==> src/rtl/microsequencer_if.sv <==
// microsequencer_if: signal bundle between the microsequencer and its environment.
//   Inputs to the sequencer:
//     Tipo     next-address type code from the branch-condition logic
//     JumpAddr MIR jump address field
//     IR       current instruction register
//     MemReq   current microinstruction issues a RD or WR
//     MemReady memory completion (level)
//   Outputs from the sequencer:
//     Addr     registered control-store address
//     Stall    current microinstruction is being held (combinational)
//     Timeout  sticky memory-timeout flag
// Modports:
//   master : environment side (drives the inputs, observes the outputs)
//   slave  : sequencer side
interface microsequencer_if #(
    parameter int MICROSEQUENCER_ADDR = 11,
    parameter int MICROSEQUENCER_TIPO = 2,
    parameter int MICROSEQUENCER_IR   = 32
);
    logic [MICROSEQUENCER_TIPO-1:0] MICROSEQUENCER_Tipo_InBus;
    logic [MICROSEQUENCER_ADDR-1:0] MICROSEQUENCER_JumpAddr_InBus;
    logic [MICROSEQUENCER_IR-1:0]   MICROSEQUENCER_IR_InBus;
    logic                           MICROSEQUENCER_MemReq_In;
    logic                           MICROSEQUENCER_MemReady_In;
    logic [MICROSEQUENCER_ADDR-1:0] MICROSEQUENCER_Addr_OutBus;
    logic                           MICROSEQUENCER_Stall_Out;
    logic                           MICROSEQUENCER_Timeout_Out;

    modport master (
        output MICROSEQUENCER_Tipo_InBus, MICROSEQUENCER_JumpAddr_InBus,
               MICROSEQUENCER_IR_InBus, MICROSEQUENCER_MemReq_In,
               MICROSEQUENCER_MemReady_In,
        input  MICROSEQUENCER_Addr_OutBus, MICROSEQUENCER_Stall_Out,
               MICROSEQUENCER_Timeout_Out
    );

    modport slave (
        input  MICROSEQUENCER_Tipo_InBus, MICROSEQUENCER_JumpAddr_InBus,
               MICROSEQUENCER_IR_InBus, MICROSEQUENCER_MemReq_In,
               MICROSEQUENCER_MemReady_In,
        output MICROSEQUENCER_Addr_OutBus, MICROSEQUENCER_Stall_Out,
               MICROSEQUENCER_Timeout_Out
    );
endinterface

==> src/rtl/microsequencer.sv <==
// microsequencer: control-store address sequencer.
//   Selects the next microinstruction address (NEXT / JUMP / DECODE / HOLD),
//   stretches memory-access microinstructions until MemReady, and forces
//   TRAP_ADDR with a sticky Timeout flag when memory stays silent for
//   TIMEOUT wait cycles.
// Ports:
//   MICROSEQUENCER_CLOCK_50        system clock, rising edge
//   MICROSEQUENCER_ResetInHigh_In  synchronous active-high reset
//   bus                            microsequencer_if.slave (see interface header)
module microsequencer #(
    parameter int                             MICROSEQUENCER_ADDR      = 11,
    parameter int                             MICROSEQUENCER_TIPO      = 2,
    parameter int                             MICROSEQUENCER_IR        = 32,
    parameter int                             MICROSEQUENCER_TIMEOUT   = 16,
    parameter logic [MICROSEQUENCER_ADDR-1:0] MICROSEQUENCER_TRAP_ADDR = 11'h7F0
) (
    input  logic                  MICROSEQUENCER_CLOCK_50,
    input  logic                  MICROSEQUENCER_ResetInHigh_In,
    microsequencer_if.slave       bus
);
    localparam int AW = MICROSEQUENCER_ADDR;
    localparam int CW = $clog2(MICROSEQUENCER_TIMEOUT);
    localparam logic [CW-1:0] CNT_LAST = CW'(MICROSEQUENCER_TIMEOUT - 1);

    typedef enum logic {RUN, WAIT} state_t;

    state_t          state_q, state_d;
    logic [AW-1:0]   addr_q, addr_d;
    logic [AW-1:0]   pend_q, pend_d;
    logic [CW-1:0]   cnt_q, cnt_d;
    logic            tout_q, tout_d;
    logic [AW-1:0]   sel_addr;
    logic            mem_wait;

    // IR fields outside the decode slice are intentionally ignored.
    logic unused_ir;
    assign unused_ir = ^{bus.MICROSEQUENCER_IR_InBus[29:25], bus.MICROSEQUENCER_IR_InBus[18:0]};

    // Next-address selection from the type code.
    always_comb begin
        sel_addr = addr_q;
        case (bus.MICROSEQUENCER_Tipo_InBus)
            2'b00:   sel_addr = addr_q + AW'(1);
            2'b01:   sel_addr = bus.MICROSEQUENCER_JumpAddr_InBus;
            2'b10:   sel_addr = AW'({1'b1, bus.MICROSEQUENCER_IR_InBus[31:30],
                                     bus.MICROSEQUENCER_IR_InBus[24:19], 2'b00});
            default: sel_addr = addr_q;
        endcase
    end

    assign mem_wait = bus.MICROSEQUENCER_MemReq_In & ~bus.MICROSEQUENCER_MemReady_In;

    always_comb begin
        state_d = state_q;
        addr_d  = addr_q;
        pend_d  = pend_q;
        cnt_d   = cnt_q;
        tout_d  = tout_q;
        case (state_q)
            RUN: begin
                if (mem_wait) begin
                    pend_d  = sel_addr;
                    cnt_d   = '0;
                    state_d = WAIT;
                end else begin
                    addr_d = sel_addr;
                end
            end
            WAIT: begin
                // Ready beats the trap when both land on the same cycle.
                if (bus.MICROSEQUENCER_MemReady_In) begin
                    addr_d  = pend_q;
                    state_d = RUN;
                end else if (cnt_q == CNT_LAST) begin
                    addr_d  = MICROSEQUENCER_TRAP_ADDR;
                    tout_d  = 1'b1;
                    state_d = RUN;
                end else begin
                    cnt_d = cnt_q + CW'(1);
                end
            end
            default: state_d = RUN;
        endcase
    end

    always_ff @(posedge MICROSEQUENCER_CLOCK_50) begin
        if (MICROSEQUENCER_ResetInHigh_In) begin
            state_q <= RUN;
            addr_q  <= '0;
            pend_q  <= '0;
            cnt_q   <= '0;
            tout_q  <= 1'b0;
        end else begin
            state_q <= state_d;
            addr_q  <= addr_d;
            pend_q  <= pend_d;
            cnt_q   <= cnt_d;
            tout_q  <= tout_d;
        end
    end

    // Combinational so the datapath can gate its writes in the request cycle.
    assign bus.MICROSEQUENCER_Stall_Out   = (state_q == WAIT) | ((state_q == RUN) & mem_wait);
    assign bus.MICROSEQUENCER_Addr_OutBus = addr_q;
    assign bus.MICROSEQUENCER_Timeout_Out = tout_q;
endmodule
==> src/flat_wrapper.sv <==
// flat-port wrapper written by rule: the top's interface ports become plain ports
module microsequencer_flat 
#(
    parameter int                             MICROSEQUENCER_ADDR      = 11,
    parameter int                             MICROSEQUENCER_TIPO      = 2,
    parameter int                             MICROSEQUENCER_IR        = 32,
    parameter int                             MICROSEQUENCER_TIMEOUT   = 16,
    parameter logic [MICROSEQUENCER_ADDR-1:0] MICROSEQUENCER_TRAP_ADDR = 11'h7F0
)
  (MICROSEQUENCER_CLOCK_50, MICROSEQUENCER_ResetInHigh_In, bus_MICROSEQUENCER_Tipo_InBus, bus_MICROSEQUENCER_JumpAddr_InBus, bus_MICROSEQUENCER_IR_InBus, bus_MICROSEQUENCER_MemReq_In, bus_MICROSEQUENCER_MemReady_In, bus_MICROSEQUENCER_Addr_OutBus, bus_MICROSEQUENCER_Stall_Out, bus_MICROSEQUENCER_Timeout_Out);
  microsequencer_if #(.MICROSEQUENCER_ADDR(MICROSEQUENCER_ADDR), .MICROSEQUENCER_TIPO(MICROSEQUENCER_TIPO), .MICROSEQUENCER_IR(MICROSEQUENCER_IR)) bus_i ();
  input  logic MICROSEQUENCER_CLOCK_50;
  input  logic MICROSEQUENCER_ResetInHigh_In;
  input wire logic [$bits(bus_i.MICROSEQUENCER_Tipo_InBus)-1:0] bus_MICROSEQUENCER_Tipo_InBus;
  input wire logic [$bits(bus_i.MICROSEQUENCER_JumpAddr_InBus)-1:0] bus_MICROSEQUENCER_JumpAddr_InBus;
  input wire logic [$bits(bus_i.MICROSEQUENCER_IR_InBus)-1:0] bus_MICROSEQUENCER_IR_InBus;
  input wire logic [$bits(bus_i.MICROSEQUENCER_MemReq_In)-1:0] bus_MICROSEQUENCER_MemReq_In;
  input wire logic [$bits(bus_i.MICROSEQUENCER_MemReady_In)-1:0] bus_MICROSEQUENCER_MemReady_In;
  output wire logic [$bits(bus_i.MICROSEQUENCER_Addr_OutBus)-1:0] bus_MICROSEQUENCER_Addr_OutBus;
  output wire logic [$bits(bus_i.MICROSEQUENCER_Stall_Out)-1:0] bus_MICROSEQUENCER_Stall_Out;
  output wire logic [$bits(bus_i.MICROSEQUENCER_Timeout_Out)-1:0] bus_MICROSEQUENCER_Timeout_Out;
  assign bus_i.MICROSEQUENCER_Tipo_InBus = bus_MICROSEQUENCER_Tipo_InBus;
  assign bus_i.MICROSEQUENCER_JumpAddr_InBus = bus_MICROSEQUENCER_JumpAddr_InBus;
  assign bus_i.MICROSEQUENCER_IR_InBus = bus_MICROSEQUENCER_IR_InBus;
  assign bus_i.MICROSEQUENCER_MemReq_In = bus_MICROSEQUENCER_MemReq_In;
  assign bus_i.MICROSEQUENCER_MemReady_In = bus_MICROSEQUENCER_MemReady_In;
  assign bus_MICROSEQUENCER_Addr_OutBus = bus_i.MICROSEQUENCER_Addr_OutBus;
  assign bus_MICROSEQUENCER_Stall_Out = bus_i.MICROSEQUENCER_Stall_Out;
  assign bus_MICROSEQUENCER_Timeout_Out = bus_i.MICROSEQUENCER_Timeout_Out;
  microsequencer #(.MICROSEQUENCER_ADDR(MICROSEQUENCER_ADDR), .MICROSEQUENCER_TIPO(MICROSEQUENCER_TIPO), .MICROSEQUENCER_IR(MICROSEQUENCER_IR), .MICROSEQUENCER_TIMEOUT(MICROSEQUENCER_TIMEOUT), .MICROSEQUENCER_TRAP_ADDR(MICROSEQUENCER_TRAP_ADDR)) u_core (.MICROSEQUENCER_CLOCK_50(MICROSEQUENCER_CLOCK_50), .MICROSEQUENCER_ResetInHigh_In(MICROSEQUENCER_ResetInHigh_In), .bus(bus_i));
endmodule
==> config.mk <==
export PLATFORM = sky130hd
export DESIGN_NAME = microsequencer_flat
export DESIGN_NICKNAME = d
export VERILOG_FILES = /design/src/rtl/microsequencer_if.sv /design/src/rtl/microsequencer.sv /design/src/flat_wrapper.sv
export SDC_FILE = /design/constraint.sdc
export NUM_CORES = 1
export LEC_CHECK = 0
export ABC_CLOCK_PERIOD_IN_PS = 4800
export CAP_MARGIN = 15
export CORE_MARGIN = 2
export CORE_UTILIZATION = 48
export DETAILED_ROUTE_END_ITERATION = 8
export PLACE_DENSITY_LB_ADDON = 0.08
export REMOVE_ABC_BUFFERS = 1
export SLEW_MARGIN = 20
export SYNTH_ARGS = -nofsm -noshare
export SYNTH_HDL_FRONTEND = slang
export SYNTH_SLANG_ARGS = --single-unit
==> constraint.sdc <==
create_clock -name MICROSEQUENCER_CLOCK_50 -period 4.8 [get_ports MICROSEQUENCER_CLOCK_50]
set_input_delay 0.48 -clock MICROSEQUENCER_CLOCK_50 [delete_from_list [all_inputs] [get_ports MICROSEQUENCER_CLOCK_50]]
set_output_delay 0.48 -clock MICROSEQUENCER_CLOCK_50 [all_outputs]
set_load 0.05 [all_outputs]
# Word-level counts from Yosys, hierarchy flattened
# Index checks and enable logic that the tools add are counted.
# word_totals
elab_cells	38
out_inout_bits	13
in_bits	49
regBits	28
# classes
reduce_logical	5
bitwise	5
add_sub_neg	2
mux	13
n_eq_ne	8
# ops
op	count
11-bit two-way mux	3
11-bit case mux with 3 select lines	1
11-bit case mux with 2 select lines	1
4-bit two-way mux	3
11-bit by 1-bit adder with 11-bit output (second input constant)	1
4-bit case mux with 2 select lines	1
2-bit inequality test (second input constant)	3
3-bit AND reduction	2
4-bit by 1-bit adder with 4-bit output (second input constant)	1
4-bit == test (second input constant)	1
2-bit AND reduction	2
1-bit two-way mux	3
3-bit inequality test (second input constant)	1
1-bit bitwise AND	2
2-bit by 1-bit == test with 1-bit output (second input constant)	1
2-bit == test (second input constant)	1
2-bit zero test	1
2-bit by 1-bit inequality test with 1-bit output (second input constant)	1
1-bit NOT	2
1-bit case mux with 2 select lines	1
1-bit OR	1

# Depth between registers and ports, before layout
# depth
ltp_word	4
depth_mapped	7

# Worst setup path after synthesis
# Ideal clock, no wire load.
# synth_path
kind	reg2reg
start	register u_core.addr_q[0], in the netlist u_core.bus.MICROSEQUENCER_Addr_OutBus[0]
end	register u_core.pend_q[10]
path_slack_ns	2.810
stages_incl_launch_ff	8
arrival_time_ns	1.932
synth_period_minus_slack_ns	1.990
path_buffers	1
setup_time_ns	0.059
cell_sequence	dfxtp_1 > ha_1 > and4_1 > buf_6 > and3_4 > xnor2_1 > a221oi_1 > a31o_1
# synth_via
elab_chain_len	2
# synth_lines
item	line	text
start, declared	microsequencer.sv:28	logic [AW-1:0] addr_q, addr_d;
start signal, assigned	microsequencer.sv:95	addr_q <= addr_d;
11-bit by 1-bit adder with 11-bit output	microsequencer.sv:43	2'b00: sel_addr = addr_q + AW'(1);
11-bit case mux with 3 select lines	microsequencer.sv:42	case (bus.MICROSEQUENCER_Tipo_InBus)
end signal, assigned	microsequencer.sv:96	pend_q <= pend_d;
end, declared	microsequencer.sv:29	logic [AW-1:0] pend_q, pend_d;
# No other way between the ends.
# A chain may end at the register's enable or synchronous reset.

# Worst setup path after layout
# layout_path
start	register u_core.state_q
end	output bus_MICROSEQUENCER_Stall_Out
# layout_via
elab_chain_len	3
# layout_lines
item	line	text
start, declared	microsequencer.sv:27	state_t state_q, state_d;
start signal, assigned	microsequencer.sv:94	state_q <= state_d;
1-bit NOT	microsequencer.sv:103	assign bus.MICROSEQUENCER_Stall_Out = (state_q == WAIT) | ((state_q == RUN) & mem_wait);
1-bit bitwise AND	microsequencer.sv:103	
1-bit OR *	microsequencer.sv:103	
end, declared	flat_wrapper.sv:20	output wire logic [$bits(bus_i.MICROSEQUENCER_Stall_Out)-1:0] bus_MICROSEQUENCER_Stall_Out;
# Mark *: on every way between the ends. The rest lies on a longest branch, timed or not.

==> summary.txt <==
Synth
  • Synthesized instance count: 211
  • Share of flip-flops with an asynchronous set or reset: 0%
  • Distinct cells, synth: 53
  • Ys Warns: 0
  • Prevailing post-synth register cell: dfxtp_1
  • Post-synthesis sequential area ratio: 32.8%
  • Number of enable flip-flop cells after synthesis: 0
  • Syn Area/Cell: 8.11 um2
  • Mapped Area: 1710 um2
  • Seq cells post-synth: 28

Power
  • PwrDens: 255 nW/um2
  • Static Leakage: 0.750 nW
  • Clock power share: 18.7%
  • Max VDD drop: 0.132 mV
  • Switching Fraction: 34.7%
  • Pint: 0.342 mW
  • Comb pwr share: 30.0%
  • Register share of total power: 51.3%
  • Switching pwr: 0.182 mW
  • Power consumption: 0.524 mW

CTS
  • Setup bufs post-CTS: 0
  • Clk sinks: 28
  • Root Buffer: clkbuf_4
  • Total CTS buffers: 3
  • CTS Hold Bufs: 0
  • Skew-Pair Late Insertion Delay: 330 ps
  • H-tree depth: 1
  • Post_cts resized: 0
  • CTS tree: done
  • Clock tree buffer depth: 2
  • Clk slew on worst S/H paths: 150 ps

Routing
  • Post-DR wirelength/cell: 16.6 um
  • TritonRoute pass-1 iters: 4
  • Vias: 1729
  • Final wirelength: 4690 um
  • DRT iter0 DRCs: 123
  • Final ANT Viol Nets: 0
  • Via density: 6.13
  • Drt drc: 0

Cells and area
  • Antenna diodes: 0
  • Multi-input logic area: 1020 um2
  • Layout area overhead: 20.1%
  • Fill cells: 311
  • Register area: 561 um2
  • NumNets Final: 289
  • Design Area, Final: 2050 um2
  • Share of cells above drive strength 1: 5.93%
  • Util after Layout: 60.6%

Critical path
  • Critical path startpoint: u_core.state_q$_SDFF_PP0_
  • RR Startpoint: u_core.state_q$_SDFF_PP0_
  • Worst setup path endpoint: bus_MICROSEQUENCER_Stall_Out
  • CP max FO: 18
  • Setup Crit Path Kind: flip-flop to primary output
  • FF-to-FF setup slack: 2510 ps
  • CP required: 4320 ps
  • CP Capture Type: primary output
  • CP arrival: 2900 ps
  • R2r endpoint: u_core.cnt_q[3]$_SDFFE_PP0P_
  • R2R cell count: 5
  • Crit path launch type: flip-flop

Floorplan
  • Full die area: 4060 um2
  • Row count: 21
  • Initial Util: 50.5%
  • Core Area: 3390 um2
  • Die W: 63.7 um
  • Die Ht: 63.7 um
  • IO Pins: 62

Timing
  • Tcrit/Tclk final: 70.5%
  • Worst relative slew slack: 37.7%
  • Tightest Pin Transition: 932 ps
  • Hold_ws: 473 ps
  • Max-slew violations: 0
  • RSZ-0062 raised after global routing: no
  • # setup viols final: 0
  • Final TNS setup: 0 ps
  • Final hold violation count: 0
  • Final setup skew: 11.7 ps
  • Fmax achieved: 0.296 GHz
  • Min Tclk post-route: 3380 ps

Min path
  • Worst hold path type: flip-flop to flip-flop

Global routing
  • Total Routing Usage GR: 24.0%
  • First-pass GRT wire length: 7740 um
  • Antenna violations before repair: 0
  • Vias in the first global route: 1667
  • Largest net degree at the start of global routing: 25
  • Grt total ovfl: 0

Placement
  • HPWL after DPL: 3220 um
  • Placed inst area: 2030 um2
  • Final Wtd Congestion: 0.885
  • IO Port Bufs: 37

Run status
  • Status: complete, no violations

Run
  • Maxcap violations: 0
## placed cells by master (no fill, tap or decap), drive strengths merged, types with 2 or more instances in the layout
master and n:
a211o 2, a211oi 4, a21o 4, a21oi 18, a221oi 2, a22oi 2
a311o 2, a311oi 3, a31o 2, a31oi 9, and3 3, and4 3
clkbuf 3, clkdlybuf4s50 37, dfxtp 28, ha 2, inv 7, mux2i 4
nand2 20, nand3 6, nand4 3, nor2 19, nor2b 2, nor3 8
o211ai 3, o21ai 14, o221ai 5, o22ai 3, xnor2 4, xor2 2
## cells by family after synthesis
group | after synthesis | share of synthesized area (%)
xor+xnor | 6 | 3.07
buf+inv | 22 | 7.75
flops | 28 | 32.8
compound gates | 79 | 32.3
fa+ha+maj | 2 | 1.46
simple gates | 69 | 19.7
mux | 5 | 3.00
## how the worst min path moves through the flow
stage,start,slack (ps),cells past startpoint,end
after floorplan,u_core.pend_q[4]$_SDFFE_PP0P_,430,2,u_core.pend_q[4]$_SDFFE_PP0P_
after global placement,u_core.pend_q[2]$_SDFFE_PP0P_,440,2,u_core.pend_q[2]$_SDFFE_PP0P_
after detailed placement,u_core.pend_q[4]$_SDFFE_PP0P_,460,2,u_core.pend_q[4]$_SDFFE_PP0P_
after CTS,u_core.pend_q[4]$_SDFFE_PP0P_,480,2,u_core.pend_q[4]$_SDFFE_PP0P_
after global routing,u_core.pend_q[4]$_SDFFE_PP0P_,500,2,u_core.pend_q[4]$_SDFFE_PP0P_
final,u_core.pend_q[4]$_SDFFE_PP0P_,470,2,u_core.pend_q[4]$_SDFFE_PP0P_
## power groups by stage
stage / logic (mW) / registers, mW / clock network [mW]
final: 0.157 / 0.269 / 0.0980
after global routing: 0.170 / 0.272 / 0.109
after CTS: 0.157 / 0.268 / 0.0989
after detailed placement: 0.156 / 0.273 / 0
after global placement: 0.153 / 0.272 / 0
after floorplan: 0.0650 / 0.298 / 0
## critical path: stages, from the launching register on
cell and delay [ps]:
dfxtp_1 810, nor2_1 210, a211o_1 530, nand2_1 190, clkdlybuf4s50_1 810
## stage by stage
stage	worst slack [ps]	cells
6_report	1420	282
5_1_grt	1270	282
4_1_cts	1440	282
3_5_place_dp	1720	279
3_3_place_gp	1720	279
2_1_floorplan	2700	196
## flip-flops by register name (all words and copies together), names as in the netlist
signal and count:
u_core.cnt_q 4, u_core.pend_q 11, u_core.state_q 1, u_core.bus.MICROSEQUENCER_Addr_OutBus 11, u_core.bus.MICROSEQUENCER_Timeout_Out 1
## synth_stat cells (all sizes together) (3+ instances only)
library cell  number  area [um2]
o211ai             3        22.5
nand4              3        18.8
nor2              19        71.3
clkbuf             6        43.8
inv                7        26.3
nand2             20        75.1
a211oi             4        47.5
o221ai             5        43.8
a21oi             18        90.1
xnor2              4        35.0
o22ai              3        18.8
nor3               8        40.0
mux2i              4        40.0
and3               3        28.8
nand3              6        30.0
o21ai             14        70.1
buf                9        62.6
a21o               4        30.0
a311oi             3        26.3
dfxtp             28         561
and4               3        27.5
a31oi              9        56.3
## layout make-up
type	instances	area share (%)
multi-input combinational	161	49.5
clock buffer	3	1.10
timing repair buffer	37	18.0
inverter	7	1.28
sequential	28	27.3
tap	46	2.80
## per-layer routing
metal	global-route usage, %	up-vias	part of all wire, %
met2	39.7	72	47
met4	7.34	0	0.89
li1	-	842	-
met5	0	-	0
met3	3.39	4	8.0
met1	32.3	811	45
No activity file was read; power rests on OpenSTA's default activity.
